**src/rtl/multi_clean_pulse.sv**
```systemverilog
// Multi-channel push-button cleaner: per channel a 2-flop synchroniser feeding a Moore FSM
// that emits one-cycle press/release pulses and locks out bounce for DEBOUNCE cycles each way.
module multi_clean_pulse #(
  parameter int CHANNELS  = 4,
  parameter int DEBOUNCE  = 50000,
  parameter int CNT_WIDTH = 16
) (
  input  logic                clock,
  input  logic                reset,
  input  logic [CHANNELS-1:0] raw,
  input  logic                en,
  output logic [CHANNELS-1:0] press_pulse,
  output logic [CHANNELS-1:0] release_pulse,
  output logic [CHANNELS-1:0] level,
  output logic [CHANNELS-1:0] busy,
  output logic                any_press
);

  typedef enum logic [2:0] {
    S_IDLE     = 3'd0,
    S_PRESSED  = 3'd1,
    S_ON       = 3'd2,
    S_WAITING  = 3'd3,
    S_RELEASED = 3'd4
  } state_t;

  localparam logic [CNT_WIDTH-1:0] CNT_LAST = CNT_WIDTH'(DEBOUNCE - 1);

  logic [CHANNELS-1:0] sync1;
  logic [CHANNELS-1:0] raw_s;

  always_ff @(posedge clock) begin
    if (reset) begin
      sync1 <= '0;
      raw_s <= '0;
    end else begin
      sync1 <= raw;
      raw_s <= sync1;
    end
  end

  for (genvar i = 0; i < CHANNELS; i++) begin : g_ch
    state_t               state;
    state_t               state_next;
    logic [CNT_WIDTH-1:0] cnt;
    logic [CNT_WIDTH-1:0] cnt_next;
    logic                 delay;

    assign delay = (cnt == CNT_LAST);

    always_ff @(posedge clock) begin
      if (reset) begin
        state <= S_IDLE;
        cnt   <= '0;
      end else begin
        state <= state_next;
        cnt   <= cnt_next;
      end
    end

    // The counter only runs during the two lockout windows and stops at CNT_LAST.
    always_comb begin
      state_next = state;
      cnt_next   = cnt;
      case (state)
        S_IDLE: begin
          cnt_next = '0;
          if (raw_s[i] && en) state_next = S_PRESSED;
        end
        S_PRESSED: begin
          state_next = S_ON;
          cnt_next   = delay ? '0 : cnt + CNT_WIDTH'(1);
        end
        S_ON: begin
          if (delay) begin
            state_next = S_WAITING;
            cnt_next   = '0;
          end else begin
            cnt_next = cnt + CNT_WIDTH'(1);
          end
        end
        S_WAITING: begin
          cnt_next = '0;
          if (!raw_s[i]) state_next = S_RELEASED;
        end
        S_RELEASED: begin
          if (delay) begin
            state_next = S_IDLE;
            cnt_next   = '0;
          end else begin
            cnt_next = cnt + CNT_WIDTH'(1);
          end
        end
        default: begin
          state_next = S_IDLE;
          cnt_next   = '0;
        end
      endcase
    end

    assign press_pulse[i]   = (state == S_PRESSED);
    assign release_pulse[i] = (state == S_RELEASED) && (cnt == '0);
    assign level[i]         = (state == S_PRESSED) || (state == S_ON) || (state == S_WAITING);
    assign busy[i]          = (state != S_IDLE);
  end

  assign any_press = |press_pulse;

endmodule

```
**config.mk**
```make
export PLATFORM = sky130hd
export DESIGN_NAME = multi_clean_pulse
export DESIGN_NICKNAME = d
export VERILOG_FILES = /design/src/rtl/multi_clean_pulse.sv
export SDC_FILE = /design/constraint.sdc
export NUM_CORES = 1
export LEC_CHECK = 0
export BUFFER_PORTS_ARGS = -buffer_cell sky130_fd_sc_hd__buf_2
export CAP_MARGIN = 20
export CORE_UTILIZATION = 55
export DETAILED_ROUTE_END_ITERATION = 6
export GPL_TIMING_DRIVEN = 0
export PLACE_DENSITY = 0.69
export SLEW_MARGIN = 15
export SYNTH_ARGS = -nofsm -noshare
export SYNTH_HDL_FRONTEND = slang
export SYNTH_SLANG_ARGS = --single-unit
```
**constraint.sdc**
```tcl
create_clock -name clock -period 5.9 [get_ports clock]
set_input_delay 0.295 -clock clock [delete_from_list [all_inputs] [get_ports clock]]
set_output_delay 0.295 -clock clock [all_outputs]
set_load 0.005 [all_outputs]
```
==> results of run 1 <==
registers in the layout (all words and copies together), names as in the netlist:
register    cells
g_ch.cnt       64
g_ch.state     12
raw_s           4
sync1           4
worst register-to-register path: stages, from the launching register on:
cell     delay (ps)
dfxtp_1         350
ha_1            300
and4_4          190
and4_4          190
or4_4           510
buf_6           150
buf_12          150
nor2_4          100
final cells by class:
type	count	area, sq um
repair buffers	23	115
fillers	613	2480
well taps	96	120
plain buffers	21	129
clock inverters	4	47.5
clock buffers	12	155
flip-flops and latches	84	1680
inverters	20	75.1
multi-input cells	342	2180
power by group through the flow:
stage                     Clock (uW)  Combinational (uW)  Sequential, uW
after floorplan                    0                21.3             587
after global placement             0                32.2             588
after detailed placement           0                32.7             588
after CTS                        430                32.8             575
after global routing             450                36.7             576
final                            420                32.2             575
final timing paths:
kind                                         end           start  depth (start not counted)  slack, ps
worst min register to register          raw_s[1]        sync1[1]                          1        450
worst max-delay path            release_pulse[0]  g_ch[0].cnt[0]                          5       3640
worst max register to register    g_ch[1].cnt[8]  g_ch[1].cnt[0]                          7       3900
worst min-delay path                    sync1[3]          raw[3]                          2        160
cells by family (layout without fill, tap and decap cells):
kind of cell / Yosys count / in the layout / synth area share [%]
and+or+nand+nor: 254 / 254 / 35.0
DFF: 84 / 84 / 41.4
adders and majority gates: 8 / 8 / 2.46
AOI/OAI and AO/OA: 24 / 24 / 4.06
buffers and inverters: 41 / 80 / 5.02
xor gates and xnor gates: 56 / 56 / 12.1
metrics by stage:
step | utilization (%) | std cells | area, sq um
2_1_floorplan | - | 467 | 4060
3_3_place_gp | 61.6 | 586 | 4300
3_5_place_dp | 61.6 | 586 | 4300
4_1_cts | 64.5 | 602 | 4500
5_1_grt | 64.5 | 602 | 4500
6_report | 64.5 | 602 | 4500
layout by cell type, fill, tap and decap left out, drive strengths merged, types with 2 or more instances in the layout:
| cell | n |
|---|---|
| inv | 20 |
| nand4 | 15 |
| or4 | 4 |
| and3b | 2 |
| and3 | 6 |
| nand3 | 26 |
| or3b | 2 |
| o21ai | 5 |
| nor3b | 4 |
| clkinv | 2 |
| dfxtp | 84 |
| nand2 | 28 |
| clkbuf | 20 |
| nand3b | 3 |
| a311oi | 3 |
| o211ai | 3 |
| nor4b | 4 |
| or4b | 2 |
| nor3 | 15 |
| xnor2 | 40 |
| or2 | 3 |
| buf | 36 |
| and4 | 13 |
| nor2b | 8 |
| xor2 | 16 |
| ha | 8 |
| o32a | 2 |
| or3 | 5 |
| nor4 | 28 |
| a21oi | 5 |
| nor2 | 83 |
layer usage:
layer | routed length, um | global-route usage, %
met3 | 187 | 3.39
met1 | 3930 | 31.0
met2 | 3540 | 34.9
met5 | 0 | 0
met4 | 76 | 7.60
==> metrics.txt, run 1 <==
# TYPE chip_impl_metric gauge
chip_impl_info{name="synth.largest_area_cell",value="dfxtp_1"} 1
chip_impl_metric{name="detailed_route_drc_error_count",unit=""} 0
chip_impl_info{name="postSynth.topFlopCell",value="dfxtp_1"} 1
chip_impl_metric{name="final_period_minus_worst_setup_slack",unit="ps"} 2260
chip_impl_metric{name="netSwitchingPower",unit="uW"} 225
chip_impl_metric{name="tritoncts_num_sinks",unit=""} 84
chip_impl_metric{name="grt_pass1_vias",unit=""} 2964
chip_impl_metric{name="gr-total-overflow",unit=""} 0
chip_impl_metric{name="count_of_vias_placed_by_the_detailed_router",unit=""} 3281
chip_impl_metric{name="ys_seq_elements",unit=""} 84
chip_impl_metric{name="drtAntennaViolNets",unit=""} 0
chip_impl_info{name="path_cells",value="inv_1 > ha_1 > or4b_2 > nor4_1 > buf_2"} 1
chip_impl_metric{name="final-setup-viol-count",unit=""} 0
chip_impl_metric{name="pwr-share-clk",unit="%"} 40.9
chip_impl_metric{name="post_synth_num_cell_types",unit=""} 49
chip_impl_metric{name="finalWeightedCongestion",unit=""} 0.838
chip_impl_info{name="root_buffer",value="clkbuf_8"} 1
chip_impl_metric{name="p_comb_share",unit="%"} 3.1
chip_impl_info{name="rsz_0062_raised_after_global_routing",value="false"} 1
chip_impl_metric{name="htree_levels",unit=""} 3
chip_impl_metric{name="fin_ws",unit="ps"} 3640
chip_impl_metric{name="power.density_cell_area",unit="nW/um^2"} 228
chip_impl_metric{name="post_synth_inst_count",unit=""} 467
chip_impl_info{name="cts_tree",value="done"} 1
chip_impl_metric{name="initial_antenna_violation_count",unit=""} 0
chip_impl_metric{name="insertion_delay",unit="ps"} 340
chip_impl_metric{name="pre_cts_ws",unit="ps"} 3950
chip_impl_metric{name="synth_area",unit="sq um"} 4060
chip_impl_metric{name="grt_use_total",unit="%"} 22.2
chip_impl_metric{name="synth_largest_type_area_fraction",unit="%"} 41.4
chip_impl_metric{name="avgSynthCellArea",unit="sq um"} 8.70
chip_impl_metric{name="p_seq_share",unit="%"} 55.9
chip_impl_info{name="type_of_the_setup_path_with_the_least_slack",value="register to primary output"} 1
chip_impl_metric{name="post_cts_sizing",unit=""} 0
chip_impl_metric{name="cts-buffers-inserted",unit=""} 9
chip_impl_metric{name="number_of_diodes_added_for_antenna_fixing",unit=""} 0
chip_impl_metric{name="max-cap-violations",unit=""} 0
chip_impl_metric{name="max-clock-path-buffers",unit=""} 2
chip_impl_metric{name="layout-drive-gt1-share",unit="%"} 13.6
chip_impl_metric{name="fmaxAchievable",unit="MHz"} 443
chip_impl_metric{name="cp.required",unit="ps"} 5610
chip_impl_metric{name="critical_path_peak_fanout",unit=""} 5
chip_impl_metric{name="internal_power",unit="uW"} 803
chip_impl_metric{name="synth_fp_nets",unit=""} 482
chip_impl_metric{name="drt_iter0_markers",unit=""} 103
chip_impl_metric{name="timing.final.crit_share",unit="%"} 38.3
chip_impl_metric{name="die_area",unit="sq um"} 7740
chip_impl_metric{name="grt_first_pass_wirelength",unit="um"} 13600
chip_impl_metric{name="initial_standard_cell_utilization_of_the_core",unit="%"} 58.2
chip_impl_metric{name="timing.slew.headroom",unit="%"} 67.6
chip_impl_metric{name="die_height",unit="um"} 88.0
chip_impl_metric{name="worst_setup_hold_path_clk_slew",unit="ps"} 90
chip_impl_metric{name="io_pins",unit=""} 24
chip_impl_metric{name="yosysWarningCount",unit=""} 0
chip_impl_metric{name="final-hold-violation-count",unit=""} 0
chip_impl_metric{name="totalPowerFinal",unit="uW"} 1030
chip_impl_info{name="crit_family",value="simple AND/OR/NAND/NOR gates"} 1
chip_impl_metric{name="yosysSeqAreaShare",unit="%"} 41.4
chip_impl_metric{name="die-width",unit="um"} 88.0
chip_impl_metric{name="post_route_setup_tns",unit="ps"} 0
chip_impl_info{name="yosys.cell_count.top_type",value="dfxtp_1"} 1
chip_impl_metric{name="worst_ir_drop_vdd",unit="uV"} 166
chip_impl_metric{name="grt_max_degree",unit=""} 14
chip_impl_info{name="critical_path.endpoint_type",value="primary output"} 1
chip_impl_metric{name="route.detailed.vias_per_inst",unit=""} 5.45
chip_impl_info{name="crit_path_top_delay_cell",value="or4b_2"} 1
chip_impl_metric{name="worst_pin_slew",unit="ps"} 487
chip_impl_info{name="status",value="complete, no violations"} 1
chip_impl_metric{name="worstPathArrival",unit="ps"} 1960
chip_impl_metric{name="area_growth_syn_to_layout",unit="%"} 10.8
chip_impl_metric{name="fraction_of_synthesis_flops_using_an_asynchronous_set_or_reset_pin",unit="%"} 0
chip_impl_info{name="hold_path.class",value="primary input to register"} 1
chip_impl_metric{name="critPathBufInv",unit=""} 2
chip_impl_metric{name="leakagePower",unit="uW"} 0.00153
chip_impl_metric{name="fin_nets",unit=""} 516
chip_impl_metric{name="drt_pass_1_iters",unit=""} 4
chip_impl_metric{name="post_cts_setup_repair_bufs",unit=""} 0
chip_impl_metric{name="place.detailed.hpwl",unit="um"} 5440
chip_impl_metric{name="place.port_buffers",unit=""} 23
chip_impl_info{name="synth_commonest_cells",value="dfxtp_1 (84), nor2_1 (73), xnor2_1 (40)"} 1
chip_impl_metric{name="core-area",unit="sq um"} 6980
chip_impl_metric{name="timing_max_transition_violations_final",unit=""} 0
chip_impl_info{name="setup.worst_path.start_class",value="register"} 1
chip_impl_metric{name="hold_slack",unit="ps"} 159
chip_impl_metric{name="worst_clock_skew",unit="ps"} 11.2
chip_impl_metric{name="cts_hold_repair.buffers",unit=""} 0
chip_impl_info{name="leading_post_synthesis_cells_by_cell_area",value="dfxtp_1 (41%), xnor2_1 (8.6%), nor2_1 (6.7%), nor4_1 (4.3%), xor2_1 (3.4%)"} 1
chip_impl_metric{name="num_rows",unit=""} 30
chip_impl_metric{name="critical_path.max_stage_delay",unit="ps"} 590
chip_impl_metric{name="wl_per_cell",unit="um"} 12.8
chip_impl_metric{name="finalWirelength",unit="um"} 7730
chip_impl_metric{name="switching_share",unit="%"} 21.9
chip_impl_metric{name="synth_enable_flop_cells",unit=""} 0
Power figures use the tool's default switching activity.
==> run 2: changes to the inputs <==
PLACE_DENSITY = 0.72   (was 0.69)
clock period = 2.03 ns   (was 5.9 ns; I/O delays follow)
==> run 2 against run 1 <==
Net effect:
- via count up 0.46%
- register-to-register slack worse by 3800 ps
- non-clock buffer count up 4
- global-route usage down 0.53 points
- count of clock-buffer cells in the layout down 1
- sequential power rose to 2.9 times the previous value
- combinational power rose to 3.1 times the previous value
- critical path type is now register to register
- largest cell class unchanged
- largest power group unchanged
==> metrics.txt, run 2 (same netlist as run 1, synthesis figures left out) <==
# TYPE chip_impl_metric gauge
chip_impl_metric{name="detailed_route_drc_error_count",unit=""} 0
chip_impl_metric{name="max-clock-path-buffers",unit=""} 2
chip_impl_metric{name="fmaxAchievable",unit="MHz"} 509
chip_impl_metric{name="fin_ws",unit="ps"} 65.8
chip_impl_metric{name="timing.final.crit_share",unit="%"} 96.8
chip_impl_info{name="biggestRegsByFlops",value="g_ch.cnt: 64 flops, g_ch.state: 12 flops"} 1
chip_impl_metric{name="worst_setup_hold_path_clk_slew",unit="ps"} 80
chip_impl_metric{name="place.port_buffers",unit=""} 23
chip_impl_metric{name="worst_ir_drop_vdd",unit="uV"} 420
chip_impl_info{name="setup.worst_path.start_class",value="register"} 1
chip_impl_info{name="hold_path.class",value="primary input to register"} 1
chip_impl_info{name="final_cell_mix",value="dfxtp_1 (83), nor2_1 (73), xnor2_1 (40)"} 1
chip_impl_metric{name="timing.slew.headroom",unit="%"} 64.9
chip_impl_metric{name="power.density_cell_area",unit="nW/um^2"} 655
chip_impl_metric{name="core-area",unit="sq um"} 6980
chip_impl_metric{name="post_cts_setup_repair_bufs",unit=""} 0
chip_impl_metric{name="final-setup-viol-count",unit=""} 0
chip_impl_metric{name="insertion_delay",unit="ps"} 350
chip_impl_info{name="root_buffer",value="clkbuf_8"} 1
chip_impl_info{name="path_cells",value="ha_1 > and4_4 > and4_4 > or4_4 > buf_6 > buf_12 > nor2_4"} 1
chip_impl_metric{name="cts-buffers-inserted",unit=""} 9
chip_impl_metric{name="critical_path.max_stage_delay",unit="ps"} 510
chip_impl_info{name="rsz_0062_raised_after_global_routing",value="false"} 1
chip_impl_metric{name="gr-total-overflow",unit=""} 0
chip_impl_metric{name="drt_iter0_markers",unit=""} 119
chip_impl_metric{name="cp.required",unit="ps"} 2300
chip_impl_metric{name="die_height",unit="um"} 88.0
chip_impl_metric{name="worst_pin_slew",unit="ps"} 525
chip_impl_info{name="cts_tree",value="done"} 1
chip_impl_metric{name="grt_use_total",unit="%"} 21.6
chip_impl_metric{name="htree_levels",unit=""} 3
chip_impl_metric{name="dp_cells",unit=""} 586
chip_impl_metric{name="pre_cts_ws",unit="ps"} 82.9
chip_impl_info{name="worst_path_most_repeated_cell",value="and4_4"} 1
chip_impl_metric{name="grt_first_pass_wirelength",unit="um"} 13300
chip_impl_metric{name="drt_pass_1_iters",unit=""} 4
chip_impl_metric{name="initial_antenna_violation_count",unit=""} 0
chip_impl_info{name="critical_path.endpoint_type",value="register"} 1
chip_impl_info{name="status",value="complete, no violations"} 1
chip_impl_metric{name="die_area",unit="sq um"} 7740
chip_impl_metric{name="grt_max_degree",unit=""} 15
chip_impl_metric{name="num_rows",unit=""} 30
chip_impl_metric{name="initial_standard_cell_utilization_of_the_core",unit="%"} 58.2
chip_impl_metric{name="die-width",unit="um"} 88.0
chip_impl_metric{name="io_pins",unit=""} 24
chip_impl_metric{name="drtAntennaViolNets",unit=""} 0
chip_impl_metric{name="worst_clock_skew",unit="ps"} 12.8
chip_impl_info{name="crit_path_top_delay_cell",value="or4_4"} 1
chip_impl_metric{name="critical_path_peak_fanout",unit=""} 10
chip_impl_metric{name="grt_pass1_vias",unit=""} 3007
chip_impl_metric{name="max-cap-violations",unit=""} 0
chip_impl_metric{name="timing_max_transition_violations_final",unit=""} 0
chip_impl_metric{name="postLayoutCoreUtil",unit="%"} 65.6
chip_impl_metric{name="final-hold-violation-count",unit=""} 0
chip_impl_metric{name="finalWirelength",unit="um"} 7740
chip_impl_metric{name="fin_nets",unit=""} 520
chip_impl_metric{name="worstPathArrival",unit="ps"} 2240
chip_impl_metric{name="wl_per_cell",unit="um"} 12.8
chip_impl_metric{name="area_growth_syn_to_layout",unit="%"} 12.7
chip_impl_info{name="final_common_cell",value="dfxtp_1"} 1
chip_impl_metric{name="finalWeightedCongestion",unit=""} 0.865
chip_impl_metric{name="post_route_setup_tns",unit="ps"} 0
chip_impl_metric{name="post_layout_nonfiller_instances",unit=""} 606
chip_impl_metric{name="layout-drive-gt1-share",unit="%"} 14.3
chip_impl_metric{name="largest_register_ff_count",unit=""} 64
chip_impl_metric{name="tritoncts_num_sinks",unit=""} 84
chip_impl_metric{name="number_of_diodes_added_for_antenna_fixing",unit=""} 0
chip_impl_metric{name="leakagePower",unit="uW"} 0.00154
chip_impl_metric{name="count_of_vias_placed_by_the_detailed_router",unit=""} 3296
chip_impl_metric{name="route.detailed.vias_per_inst",unit=""} 5.44
chip_impl_metric{name="final_period_minus_worst_setup_slack",unit="ps"} 1960
chip_impl_metric{name="n_fill_cell",unit=""} 614
chip_impl_metric{name="place.detailed.hpwl",unit="um"} 5410
chip_impl_info{name="type_of_the_setup_path_with_the_least_slack",value="register to register"} 1
chip_impl_info{name="registers.top_by_ff_count",value="g_ch.cnt"} 1
run 2: worst max-delay path, delay by kind of cell (launching register included):
family / cells / cell delay (ps)
DFF: 1 / 350
adders and majority gates: 1 / 290
and+or+nand+nor: 4 / 950
buffers and inverters: 2 / 300
run 2: routing by layer:
metal | routed length (um) | global-route usage (%)
met4 | 34 | 7.75
met5 | 0 | 0
met3 | 178 | 3.11
met1 | 3930 | 28.4
met2 | 3600 | 36.2
run 2: layout make-up:
| class | instances | area (sq um) | share of cell area (%) |
|---|---|---|---|
| multi-input cells | 342 | 2200 | 48.0 |
| flip-flops and latches | 84 | 1680 | 36.7 |
| repair buffers | 28 | 165 | 3.60 |
| clock buffers | 11 | 151 | 3.30 |
| plain buffers | 20 | 128 | 2.79 |
| well taps | 96 | 120 | 2.62 |
| inverters | 20 | 75.1 | 1.64 |
| clock inverters | 5 | 60.1 | 1.31 |
run 2: timing repair:
action | 4_1_cts | 5_1_grt
pin swaps | 1 | 1
hold buffers | 5 | 0
endpoints found under the setup margin | 1 | 11
hold endpoints to repair | 5 | 0
gates resized for setup | 1 | 5
run 2: path summary, 6_finish.rpt:
kind	end	slack [ps]	cells past startpoint	startpoint
setup / recovery	g_ch[1].cnt[8]	70	7	g_ch[1].cnt[0]
hold / removal	g_ch[3].state[0]	90	3	en
setup reg to reg	g_ch[1].cnt[8]	70	7	g_ch[1].cnt[0]
hold reg to reg	raw_s[3]	450	1	sync1[3]
run 2: where the power goes:
group | switching [uW] | internal, uW | total, uW
logic | 54.8 | 46.1 | 101
registers | 10.6 | 1660 | 1670
clock network | 595 | 636 | 1230
total | 661 | 2340 | 3000
run 2: through the flow:
stage / cell area [sq um] / total power, uW / hold slack [ps]
after detailed placement: 4300 / 1800 / 318
after floorplan: 4060 / 1770 / 185
after global placement: 4300 / 1800 / 318
final: 4580 / 3000 / 87.2
after global routing: 4580 / 3100 / 87.9
after CTS: 4570 / 3030 / 69.4
